**src/rtl/vid_rx_pkg.sv**
```systemverilog
// Shared constants and types for the UDP receive pixel packer.
package vid_rx_pkg;

   localparam int PIX_W        = 16;
   localparam int PIX_PER_WORD = 8;
   localparam int OUT_W        = PIX_W * PIX_PER_WORD;

   localparam int H_ACT_DEF    = 640;
   localparam int V_ACT_DEF    = 480;

   // Frame tracking FSM, one-hot
   typedef enum logic [2:0] {
      ST_IDLE   = 3'b001,
      ST_ACTIVE = 3'b010,
      ST_DONE   = 3'b100
   } state_t;

endpackage

```
**src/rtl/vid_pix_packer.sv**
```systemverilog
// Lane register and lane counter: gathers NUM_LANES pixels and presents one
// packed word the cycle after the last lane is sampled.
module vid_pix_packer
   import vid_rx_pkg::*;
#(
   parameter int NUM_LANES = PIX_PER_WORD,
   parameter int VEC_W     = PIX_W
) (
   input  logic                             app_rx_clk,
   input  logic                             rstn,
   input  logic                             i_clr,
   input  logic                             i_pix_vld,
   input  logic [VEC_W-1:0]                 i_pix,
   output logic                             o_word_valid,
   output logic [NUM_LANES-1:0][VEC_W-1:0]  o_word_data
);

   localparam int               CNT_W     = $clog2(NUM_LANES);
   localparam logic [CNT_W-1:0] LAST_LANE = CNT_W'(NUM_LANES - 1);

   logic [CNT_W-1:0]                r_lane_cnt;
   logic [CNT_W-1:0]                w_lane_cur;
   logic                            w_word_done;
   logic [NUM_LANES-2:0][VEC_W-1:0] r_lane;
   logic [NUM_LANES-1:0][VEC_W-1:0] r_word;
   logic                            r_word_vld;

   // A clear drops any partial word; a pixel arriving with it lands in lane 0
   assign w_lane_cur  = i_clr ? '0 : r_lane_cnt;
   assign w_word_done = i_pix_vld && (w_lane_cur == LAST_LANE);

   // Lane pointer, advances per accepted pixel and wraps after the last lane
   always_ff @(posedge app_rx_clk or negedge rstn) begin
      if (!rstn)
         r_lane_cnt <= '0;
      else if (i_pix_vld)
         r_lane_cnt <= (w_lane_cur == LAST_LANE) ? '0 : w_lane_cur + 1'b1;
      else
         r_lane_cnt <= w_lane_cur;
   end

   // Capture lanes 0..N-2; the final lane goes straight into the word register
   always_ff @(posedge app_rx_clk or negedge rstn) begin
      if (!rstn)
         r_lane <= '0;
      else if (i_pix_vld) begin
         for (int l = 0; l < NUM_LANES - 1; l++)
            if (w_lane_cur == CNT_W'(l))
               r_lane[l] <= i_pix;
      end
   end

   // Word register holds its contents between words so the FIFO data bus is stable
   always_ff @(posedge app_rx_clk or negedge rstn) begin
      if (!rstn) begin
         r_word     <= '0;
         r_word_vld <= 1'b0;
      end else begin
         r_word_vld <= w_word_done;
         if (w_word_done) begin
            r_word[NUM_LANES-2:0] <= r_lane;
            r_word[NUM_LANES-1]   <= i_pix;
         end
      end
   end

   assign o_word_valid = r_word_vld;
   assign o_word_data  = r_word;

endmodule

```
**src/rtl/vid_rx_pack.sv**
```systemverilog
// RGB565 stream to 128-bit FIFO word packer with frame geometry tracking,
// start-of-frame marking and short/long/overflow frame reporting.
module vid_rx_pack
   import vid_rx_pkg::*;
#(
   parameter int H_ACT = H_ACT_DEF,
   parameter int V_ACT = V_ACT_DEF,
   parameter int OUT_W = vid_rx_pkg::OUT_W
) (
   input  logic              app_rx_clk,
   input  logic              rstn,
   input  logic              vid_vs,
   input  logic              vid_de,
   input  logic [PIX_W-1:0]  vid_data,
   input  logic              fifo_full,
   output logic              fifo_wr_en,
   output logic [OUT_W-1:0]  fifo_wr_data,
   output logic              fifo_wr_sof,
   output logic              frame_done,
   output logic              frame_err,
   output logic [10:0]       x_cnt,
   output logic [9:0]        y_cnt
);

   generate
      if (OUT_W != PIX_W * PIX_PER_WORD) begin : g_bad_out_w
         $error("vid_rx_pack: OUT_W must equal 8 x 16 bits");
      end
      if ((H_ACT % PIX_PER_WORD) != 0) begin : g_bad_h_act
         $error("vid_rx_pack: H_ACT must be a multiple of 8");
      end
   endgenerate

   localparam logic [10:0] X_LAST = 11'(H_ACT - 1);
   localparam logic [9:0]  Y_LAST = 10'(V_ACT - 1);

   state_t        r_state, w_state_nxt;
   logic [10:0]   r_x_cnt, w_x_cur, w_x_nxt;
   logic [9:0]    r_y_cnt, w_y_cur, w_y_nxt;
   logic          r_sof_pend;
   logic          r_ovf;
   logic          r_last_pend;
   logic          r_err_pend;
   logic          r_long_seen;

   logic          w_accept;
   logic          w_last_pix;
   logic          w_short;
   logic          w_long;
   logic          w_word_vld;
   logic          w_ovf_now;
   logic          w_ovf_any;
   logic [PIX_PER_WORD-1:0][PIX_W-1:0] w_word_data;

   // Pixels count in ACTIVE, and also alongside vs since that pixel opens the new frame
   assign w_accept   = vid_de && (vid_vs || (r_state == ST_ACTIVE));
   assign w_x_cur    = vid_vs ? '0 : r_x_cnt;
   assign w_y_cur    = vid_vs ? '0 : r_y_cnt;
   assign w_last_pix = w_accept && (w_x_cur == X_LAST) && (w_y_cur == Y_LAST);
   assign w_short    = vid_vs && (r_state == ST_ACTIVE);
   assign w_long     = !vid_vs && vid_de && (r_state == ST_DONE) && !r_long_seen;

   vid_pix_packer #(
      .NUM_LANES (PIX_PER_WORD),
      .VEC_W     (PIX_W)
   ) u_packer (
      .app_rx_clk   (app_rx_clk),
      .rstn         (rstn),
      .i_clr        (vid_vs),
      .i_pix_vld    (w_accept),
      .i_pix        (vid_data),
      .o_word_valid (w_word_vld),
      .o_word_data  (w_word_data)
   );

   // State register
   always_ff @(posedge app_rx_clk or negedge rstn) begin
      if (!rstn) r_state <= ST_IDLE;
      else       r_state <= w_state_nxt;
   end

   // Next state: vs restarts from any state, the last pixel ends the frame
   always_comb begin
      w_state_nxt = r_state;
      if (vid_vs)
         w_state_nxt = ST_ACTIVE;
      else begin
         case (r_state)
            ST_ACTIVE: if (w_last_pix) w_state_nxt = ST_DONE;
            default:   w_state_nxt = r_state;
         endcase
      end
   end

   // Next column/line for the accepted pixel; the line counter wraps after the frame
   always_comb begin
      w_x_nxt = w_x_cur;
      w_y_nxt = w_y_cur;
      if (w_accept) begin
         if (w_x_cur == X_LAST) begin
            w_x_nxt = '0;
            w_y_nxt = (w_y_cur == Y_LAST) ? '0 : w_y_cur + 1'b1;
         end else
            w_x_nxt = w_x_cur + 1'b1;
      end
   end

   // Geometry counters
   always_ff @(posedge app_rx_clk or negedge rstn) begin
      if (!rstn) begin
         r_x_cnt <= '0;
         r_y_cnt <= '0;
      end else begin
         r_x_cnt <= w_x_nxt;
         r_y_cnt <= w_y_nxt;
      end
   end

   // SOF stays armed until a word actually reaches the FIFO; vs re-arms it
   always_ff @(posedge app_rx_clk or negedge rstn) begin
      if (!rstn)
         r_sof_pend <= 1'b0;
      else if (vid_vs)
         r_sof_pend <= 1'b1;
      else if (fifo_wr_en)
         r_sof_pend <= 1'b0;
   end

   // Sticky per-frame overflow flag plus end-of-frame and error pulse staging
   always_ff @(posedge app_rx_clk or negedge rstn) begin
      if (!rstn) begin
         r_ovf       <= 1'b0;
         r_last_pend <= 1'b0;
         r_err_pend  <= 1'b0;
         r_long_seen <= 1'b0;
      end else begin
         r_last_pend <= w_last_pix;
         r_err_pend  <= w_short || w_long;
         if (vid_vs) begin
            r_ovf       <= 1'b0;
            r_long_seen <= 1'b0;
         end else begin
            if (w_ovf_now) r_ovf       <= 1'b1;
            if (w_long)    r_long_seen <= 1'b1;
         end
      end
   end

   // A word is dropped rather than written when the FIFO is full in its output cycle
   assign w_ovf_now    = w_word_vld && fifo_full;
   assign w_ovf_any    = r_ovf || w_ovf_now;
   assign fifo_wr_en   = w_word_vld && !fifo_full;
   assign fifo_wr_sof  = fifo_wr_en && r_sof_pend;
   assign fifo_wr_data = w_word_data;
   assign frame_err    = r_err_pend || (r_last_pend && w_ovf_any);
   assign frame_done   = r_last_pend && !w_ovf_any && !r_err_pend;
   assign x_cnt        = r_x_cnt;
   assign y_cnt        = r_y_cnt;

endmodule
```
**config.mk**
```make
export PLATFORM = sky130hd
export DESIGN_NAME = vid_rx_pack
export DESIGN_NICKNAME = d
export VERILOG_FILES = /design/src/rtl/vid_rx_pkg.sv /design/src/rtl/vid_pix_packer.sv /design/src/rtl/vid_rx_pack.sv
export SDC_FILE = /design/constraint.sdc
export NUM_CORES = 1
export LEC_CHECK = 0
export CAP_MARGIN = 20
export CORE_MARGIN = 10
export CORE_UTILIZATION = 45
export CTS_BUF_LIST = sky130_fd_sc_hd__clkbuf_16
export DETAILED_ROUTE_END_ITERATION = 12
export HOLD_SLACK_MARGIN = 0.02
export PLACE_DENSITY = 0.75
export SLEW_MARGIN = 25
export SYNTH_ARGS = -nofsm -noshare
export SYNTH_HDL_FRONTEND = slang
export SYNTH_HIERARCHICAL = 1
export SYNTH_SLANG_ARGS = --single-unit
```
**constraint.sdc**
```tcl
create_clock -name app_rx_clk -period 3.5 [get_ports app_rx_clk]
set_clock_uncertainty 0.2 [all_clocks]
set_input_delay 0.35 -clock app_rx_clk [delete_from_list [all_inputs] [get_ports app_rx_clk]]
set_output_delay 0.35 -clock app_rx_clk [all_outputs]
set_load 0.005 [all_outputs]
```
Word-level counts from Yosys, hierarchy flattened
Index checks and enable logic that the tools add are counted.

word-level totals
  register bits = 273
  output and inout port bits = 153
  memories = 0
  bits in writable memories = 0
  bits in read-only memories = 0
  logic and storage cells = 95
  bits in latches = 0

cells by class
  muxes and demuxes = 19
  multipliers = 0
  shift operators = 0
  $add $sub $neg = 3
  divide/modulo/power cells = 0
  reductions and logical operators = 37
  magnitude comparators = 0
  bitwise gates (word level) = 0
  eq/ne operators = 11

operators by type and width
  kind                     number
  $mux W10                 4
  $mux W11                 3
  $mux W3                  6
  $reduce_and A2 Y1        8
  $eq A3 B3 Y1 const B     5
  $logic_and A1 B1 Y1      14
  $add A11 B1 Y11 const B  1
  $eq A11 B10 Y1 const B   1
  $add A10 B1 Y10 const B  1
  $eq A10 B9 Y1 const B    1
  $reduce_bool A2 Y1       5
  $eq A3 B2 Y1 const B     3
  $mux W1                  6
  $logic_not A1 Y1         5
  $logic_or A1 B1 Y1       4
  $add A3 B1 Y3 const B    1
  $eq A3 B1 Y1 const B     1
  $logic_not A3 Y1         1

Logic depth before layout (Yosys ltp)
Gate-level depths: netlist of the first run.

  word-level depth = 8
  mapped depth = 9
  mapped depth without buffers = 7

Cells and area by module
The synthesis of the first run kept the hierarchy.

by module, submodules not included
  module          instances  area each (um^2)  sequential area each (um^2)  cells each
  vid_pix_packer  1          9,220.1           6,105.9                      531
  vid_rx_pack     1          1,532.7           726.9                        160

Least setup slack after synthesis of the first run
OpenSTA, ideal clock, no wires.

  kind = register -> register
  start point = register r_state[2]
  end point = register u_packer/r_lane[101] in the netlist's numbering
  path buffers = 2
  period minus slack after synthesis = 2.795 ns
  cell stages (with the launch flop) = 8
  arrival = 2.470 ns
  library setup time = 0.125 ns
  slack = 0.705 ns
  cells stage by stage = dfrtp_1 or3b_4 a21boi_1 buf_2 nand2_1 nor3_2 buf_2 mux2_2

on the way
  cells in the longest elaborated chain, start to end = 4

RTL lines
  item                                RTL line              text
  from (decl)                         vid_rx_pack.sv:37     state_t r_state, w_state_nxt;
  from (signal assigned)              vid_rx_pack.sv:79     else r_state <= w_state_nxt;
  $eq A3 B2 Y1                        vid_rx_pack.sv:56     assign w_accept = vid_de && (vid_vs || (r_state == ST_ACTIVE));
  $logic_or A1 B1 Y1                  vid_rx_pack.sv:56
  $logic_and A1 B1 Y1                 vid_rx_pack.sv:56
  net w_accept                        vid_rx_pack.sv:46     logic w_accept;
  $reduce_and A2 Y1 (no source line)  --
  to (signal, indexed assignment)     vid_pix_packer.sv:49  r_lane[l] <= i_pix;
  to (decl)                           vid_pix_packer.sv:24  logic [NUM_LANES-2:0][VEC_W-1:0] r_lane;

The timed path passes the listed nets, and every way through them passes these cells.
A chain may end at the register's enable or synchronous reset.

Worst setup path after layout of the first run
  start point = register r_x_cnt[0] (netlist: x_cnt[0])
  end point = register r_y_cnt[3] (netlist: y_cnt[3])

on the way
  cells in the longest elaborated chain, start to end = 4

RTL lines
  item                    RTL line            text
  from (decl)             vid_rx_pack.sv:38   logic [10:0] r_x_cnt, w_x_cur, w_x_nxt;
  from (signal assigned)  vid_rx_pack.sv:114  r_x_cnt <= w_x_nxt;
  $mux W11                vid_rx_pack.sv:57   assign w_x_cur = vid_vs ? '0 : r_x_cnt;
  $eq A11 B10 Y1          vid_rx_pack.sv:100  if (w_x_cur == X_LAST) begin
  $mux W10                vid_rx_pack.sv:100
  $mux W10                vid_rx_pack.sv:99   if (w_accept) begin
  net w_y_nxt[3]          vid_rx_pack.sv:39   logic [9:0] r_y_cnt, w_y_cur, w_y_nxt;
  to (signal assigned)    vid_rx_pack.sv:115  r_y_cnt <= w_y_nxt;
  to (decl)               vid_rx_pack.sv:39

The timed path passes the listed nets, and every way through them passes these cells.

==> results of run 1 <==
==> per-stage QoR <==
| step | util, % | instance area (sq um) | cells | power [mW] |
|---|---|---|---|---|
| final | 58.9 | 13800 | 1223 | 7.50 |
| after global routing | 58.9 | 13800 | 1223 | 7.85 |
| after CTS | 58.9 | 13800 | 1223 | 7.62 |
| after detailed placement | 54.9 | 12900 | 1170 | 4.61 |
| after global placement | 54.9 | 12900 | 1170 | 4.56 |
| after floorplan | - | 10800 | 691 | 4.28 |
==> cells by family after synthesis <==
family,Yosys count,synth area share (%)
DFF,273,63.5
and+or+nand+nor,96,5.67
adders and majority gates,4,0.465
xor gates and xnor gates,9,0.733
muxes,242,26.0
AOI/OAI and AO/OA,29,1.59
buffers and inverters,38,1.97
==> routing by layer <==
layer  track usage (%)  share of wire, %  vias up  routed length (microns)
met5                 0                 0        -                        0
met4              3.00               1.2        0                      298
met3              4.79               6.8       25                     1660
met2              26.1                48      147                    11800
met1              20.7                44     3310                    10800
li1                  -                 -     2851                        -
==> flip-flops by register name (all words and copies together) (netlist names) <==
name,count
r_state,3
u_packer/r_lane,112
y_cnt,10
x_cnt,11
r_sof_pend,1
r_ovf,1
u_packer/r_lane_cnt,3
r_long_seen,1
r_err_pend,1
u_packer/o_word_valid,1
u_packer/o_word_data,128
r_last_pend,1
==> cell usage after synthesis (2+ instances only) <==
| cell type | instances |
|---|---|
| o21ai_0 | 12 |
| xor2_1 | 4 |
| dfrtp_1 | 272 |
| xnor2_1 | 5 |
| buf_1 | 6 |
| a21oi_1 | 7 |
| and4_1 | 2 |
| a21o_1 | 3 |
| nand4_1 | 6 |
| or4b_4 | 2 |
| nor3b_1 | 2 |
| inv_1 | 8 |
| nand3b_1 | 3 |
| and3_1 | 2 |
| or3_1 | 4 |
| nand4b_1 | 4 |
| mux2_2 | 221 |
| mux2_4 | 20 |
| clkbuf_1 | 3 |
| nor2b_1 | 13 |
| buf_6 | 3 |
| nand2b_4 | 2 |
| nand2_1 | 20 |
| nor3_1 | 8 |
| nor3_2 | 2 |
| ha_1 | 4 |
| and2_1 | 3 |
| buf_2 | 15 |
| nand2b_1 | 2 |
| nor2_1 | 9 |
| a31oi_1 | 2 |
| nand3_1 | 3 |
==> cell usage in the layout (no fill, tap or decap), drive strengths merged, types with 4 or more instances in the layout <==
master and count:
nand2 20, clkdlybuf4s50 172, xnor2 5, bufinv 4, nand4b 4, a21oi 7, ha 4, nor2 9
o21ai 12, nor3 10, clkinv 15, inv 13, buf 17, nand4 6, mux2 241, or3 5
xor2 4, dfrtp 272, clkbuf 29, nor2b 13, nand2b 4
==> worst reg2reg max path, delay by kind of cell, from the launching register on <==
family | cells | cell delay [ps]
fa+ha+maj | 1 | 260
compound gates | 1 | 140
flops | 1 | 420
buf+inv | 1 | 60
simple gates | 4 | 1520
==> power groups by stage <==
stage | registers [mW] | logic (mW) | clock network (mW)
floorplan | 3.79 | 0.499 | 0
global placement | 3.83 | 0.725 | 0
detailed placement | 3.86 | 0.752 | 0
CTS | 3.81 | 0.754 | 3.06
global route | 3.86 | 0.811 | 3.18
finish | 3.81 | 0.739 | 2.96
==> worst max path at each step <==
stage,cells past startpoint,to,startpoint,slack [ps]
2_1_floorplan,7,u_packer/r_lane[101],r_state[2],710
3_3_place_gp,8,y_cnt[3],vid_vs,480
3_5_place_dp,8,y_cnt[3],vid_vs,430
4_1_cts,7,y_cnt[3],x_cnt[0],840
5_1_grt,7,y_cnt[3],x_cnt[0],660
6_report,7,y_cnt[3],x_cnt[0],840
==> cell type report <==
| class | count | area, sq um |
|---|---|---|
| Clock inverter | 23 | 203 |
| Tap cell | 319 | 399 |
| Multi-Input combinational cell | 380 | 3720 |
| Inverter | 9 | 33.8 |
| Sequential cell | 273 | 6830 |
| Fill cell | 1830 | 9650 |
| Clock buffer | 29 | 726 |
| Timing Repair Buffer | 190 | 1900 |
==> out/results.ini, run 1 <==
[run_status]
status = finished clean

[floorplan]
initial_core_util_pct = 45.8
die_h_microns = 175
io_pins = 174
dieArea_sq_mm = 0.0305
rows = 56
core_area_sq_mm = 0.0235
die_w_microns = 175

[sta]
min_period_over_period_pct = 76.1
hold_viol = 0
fin_tns_setup_ps = 0
worstMarginPinSlew_ps = 680
max_freq_mhz = 375
layout_setup_ws_ps = 835
relSlewSlack_pct = 54.7
rsz0062_at_grt = no
hold_ws_ps = 224
setup_violations = 0
finalMaxSlewViolations = 0
min_period_ps = 2660

[synth]
synthCells = 691
synth_nets = 716
synth_area_leaders = dfrtp_1 (63%), mux2_2 (23%), mux2_4 (2.8%)
yosysTopAreaCellShare_pct = 63.3
synth-edff-count = 0
synthFlopType = dfrtp_1
yosys.area.top_type = dfrtp_1
ys_types = 51
avgSynthCellArea_sq_um = 15.6
async_flop_share_pct = 100
ys_seq_area_share_pct = 63.5
synth_area_sq_mm = 0.0108
synth-seq-cells = 273
ys_warn_count = 6

[pwr]
power.share.clock_pct = 39.4
internal_power_mw = 5.85
power_frac_comb_pct = 9.9
p_leak_nw = 6.58
seqPwrFrac_pct = 50.7
cellPowerDensity_mw_per_mm2 = 543
vdd_drop_max_uv = 280
swShare_pct = 22.1
power.switching_mw = 1.65

[setup_path]
rrSetupSlack_ps = 840
cpMaxStageDelayCell = or4_4
critPathKind = register to register
path_cells = nor2b_1 -> ha_1 -> inv_1 -> or4_4 -> or3_4 -> or3_1 -> a21oi_1
reg2reg_depth = 7
cp_top_family = simple AND/OR/NAND/NOR gates
worstSetupEndpointType = register
startpoint_type = register
r2r_start = x_cnt[0]
critPathMaxFanout = 7
reg2reg_to = y_cnt[3]
critPathRequiredTime_ps = 3750
path_buf_inv = 1
cp_data_arrival_time_ps = 2910
critPathMaxStageDelay_ps = 550

[place]
dp_hpwl_microns = 16200
place_congestion = 0.820
dp_slack_ps = 429
portBuffers = 173

[clock_network]
path_clk_slew_ps = 60
post_cts_buffers = 0
cts_max_level = 1
cts_root_buffer = clkbuf_16
cts_sinks = 273
tritoncts = yes
clk_latency_ps = 530
cts_buffers = 29
cts_hold_buf = 1
clockBufferDepth = 3
post_cts_resize_count = 0

[grt]
grt_pass1_vias = 6832
antenna_found_initial = 0
grt.overflow.total = 0
grt_first_pass_wirelength_microns = 39400
grtUsageTotal_pct = 15.9
grt_max_degree = 105

[job]
max_cap_viol_count = 0

[final_layout]
layout.nets = 908
drive_above_1_share_pct = 34.5
syn_to_final_growth_pct = 28.5
diodes = 0

[route]
drc = 0
wl_microns = 24600
drt_iter0_drc = 302
vias = 6333
drtAntennaViolNets = 0
routed_via_density = 5.18
drt_pre_antenna_iters = 4
post_drt_wl_per_cell_microns = 20.1

[min_path]
hp-class = input port to async pin

(Power assumes the default switching activity.)
==> inputs of run 2 (changes only) <==
--- a/config.mk
+++ b/config.mk
@@ -11,7 +11,7 @@
 export CTS_BUF_LIST = sky130_fd_sc_hd__clkbuf_16
 export DETAILED_ROUTE_END_ITERATION = 12
 export HOLD_SLACK_MARGIN = 0.02
-export PLACE_DENSITY = 0.75
+export PLACE_DENSITY = 0.78
 export SLEW_MARGIN = 25
 export SYNTH_ARGS = -nofsm -noshare
 export SYNTH_HDL_FRONTEND = slang
==> constraint.sdc (replaced) <==
create_clock -name app_rx_clk -period 2.4 [get_ports app_rx_clk]
set_clock_uncertainty 0.2 [all_clocks]
set_input_delay 0.24 -clock app_rx_clk [delete_from_list [all_inputs] [get_ports app_rx_clk]]
set_output_delay 0.24 -clock app_rx_clk [all_outputs]
set_load 0.005 [all_outputs]
==> out/results.ini, run 2 (same netlist as run 1, synthesis figures left out) <==
[final_layout]
final_common_cell = dfrtp_1
syn_to_final_growth_pct = 34.1
layout_common_cells = dfrtp_1 (272), mux2_2 (221), clkdlybuf4s50_1 (172)
final_cells = 1273  ; +4.1%
layout.nets = 957  ; +5.4%
postLayoutCellArea_sq_mm = 0.0144  ; +4.3%
drive_above_1_share_pct = 39.1  ; +4.6 points
largest_reg_flops = 128  ; unchanged
diodes = 0  ; unchanged

[floorplan]
io_pins = 174  ; unchanged
die_h_microns = 175  ; unchanged
initial_core_util_pct = 45.8  ; unchanged
die_w_microns = 175  ; unchanged
rows = 56  ; unchanged
dieArea_sq_mm = 0.0305  ; unchanged
core_area_sq_mm = 0.0235  ; unchanged

[pwr]
power_mw = 11.0  ; +46%
vdd_drop_max_uv = 458  ; +63%
p_leak_nw = 6.89  ; +4.7%
cellPowerDensity_mw_per_mm2 = 760  ; +40%

[sta]
hold_viol = 0  ; unchanged
max_freq_mhz = 415  ; +11%
rsz0062_at_grt = yes
setup_violations = 1  ; +1
min_period_ps = 2410  ; -258 ps
relSlewSlack_pct = 66.4  ; +12 points
min_period_over_period_pct = 100  ; +24 points
layout_setup_ws_ps = -6.75  ; -842 ps
finalMaxSlewViolations = 0  ; unchanged
worstMarginPinSlew_ps = 504  ; -176 ps

[route]
vias = 6518  ; +2.9%
post_drt_wl_per_cell_microns = 19.8  ; -1.3%
drt_iter0_drc = 345  ; +14%
drt_pre_antenna_iters = 4  ; unchanged
wl_microns = 25200  ; +2.7%
drtAntennaViolNets = 0  ; unchanged
routed_via_density = 5.12  ; -1.1%
drc = 0  ; unchanged

[setup_path]
critPathMaxFanout = 6  ; -1
path_cells = or3b_4 -> or4_4 -> or3_4 -> or3_4 -> a21oi_2
path_buf_inv = 0  ; -1
rrSetupSlack_ps = -7  ; -840 ps
critPathRequiredTime_ps = 2660  ; -1090 ps
cp_data_arrival_time_ps = 2660  ; -250 ps
cpMaxStageDelayCell = or4_4
startpoint_type = register
cp_top_family = simple AND/OR/NAND/NOR gates
critPathMaxStageDelay_ps = 500  ; -50 ps
path_common_cell = or3_4
worstSetupEndpointType = register
critPathKind = register to register

[clock_network]
tritoncts = yes
cts_max_level = 1  ; unchanged
clockBufferDepth = 3  ; unchanged
cts_buffers = 28  ; -3.4%
cts_sinks = 273  ; unchanged
clk_latency_ps = 520  ; about the same
path_clk_slew_ps = 60  ; about the same
cts_root_buffer = clkbuf_16

[run_status]
status = finished, violations left
violations = setup timing

[grt]
grt_first_pass_wirelength_microns = 39800  ; +1.0%
antenna_found_initial = 0  ; unchanged
busiest_layer = met2
grt_max_degree = 66  ; -37%
global_route.usage.met1_pct = 20.9  ; +0.20 points
grt.overflow.total = 0  ; unchanged
grt_pass1_vias = 6902  ; +1.0%
grtUsageTotal_pct = 16.1  ; +0.16 points
met2_usage_pct = 26.8  ; +0.74 points
grt_util_met3_pct = 4.16  ; -0.63 points

[place]
dp_hpwl_microns = 17200  ; +6.1%
dp_slack_ps = -362  ; -791 ps
placed_cell_area_sq_mm = 0.0134  ; +3.7%
portBuffers = 173  ; unchanged
place_congestion = 0.843  ; +2.7%
placedCellCount = 1212  ; +3.6%

[min_path]
hp-class = input port to async pin

[job]
max_cap_viol_count = 0  ; unchanged

-- run 2: changes by cell type in the layout (fill, tap and decap cells not counted), sizes merged --
cell,previous run,this run
buf,17,65
bufinv,4,3
clkbuf,29,31
clkinvlp,0,3
inv,13,11
-- run 2: layout make-up --
class,count,area [sq um]
clock buffers,29,726
well taps,319,399
clock inverters,23,185
inverters,9,37.5
fillers,1736,9060
multi-input cells,380,3790
repair buffers,240,2450
flip-flops and latches,273,6830
-- run 2: report_power, final --
part | switching (mW) | internal, mW
Combinational | 0.409 | 0.744
Sequential | 0.335 | 5.23
Clock | 1.74 | 2.50
-- run 2: path summary, 6_finish.rpt --
path                                           from                  endpoint  cells past startpoint
worst max-delay path                     r_state[2]                  y_cnt[3]                      5
worst min-delay path                           rstn  u_packer/o_word_data[18]                      2
worst max register to register           r_state[2]                  y_cnt[3]                      5
worst min register to register  u_packer/r_lane[32]  u_packer/o_word_data[32]                      1
max in group asynchronous                      rstn                  x_cnt[7]                      3
min in group app_rx_clk                   fifo_full                r_sof_pend                      3
-- run 2: through the flow --
stage	TNS [ps]	hold WS, ps	utilization, %
after floorplan	-55.0	-256	-
after global placement	-43930	31.1	56.9
after detailed placement	-56240	27.5	56.9
after CTS	0	71.0	60.8
after global routing	-154	89.0	61.4
final	-6.75	68.5	61.4
-- run 2: routing by layer --
metal / up-vias / wire length, microns
met1: 3411 / 11000
met5: - / 0
met4: 0 / 330
li1: 2944 / -
met3: 24 / 1510
met2: 139 / 12400
-- run 2: what timing repair did --
item / in CTS / in global routing
hold buffers: 1 / 0
setup buffers: 0 / 6
endpoints found under the setup margin: 0 / 56
hold endpoints to repair: 272 / 0
resized for setup: 0 / 9
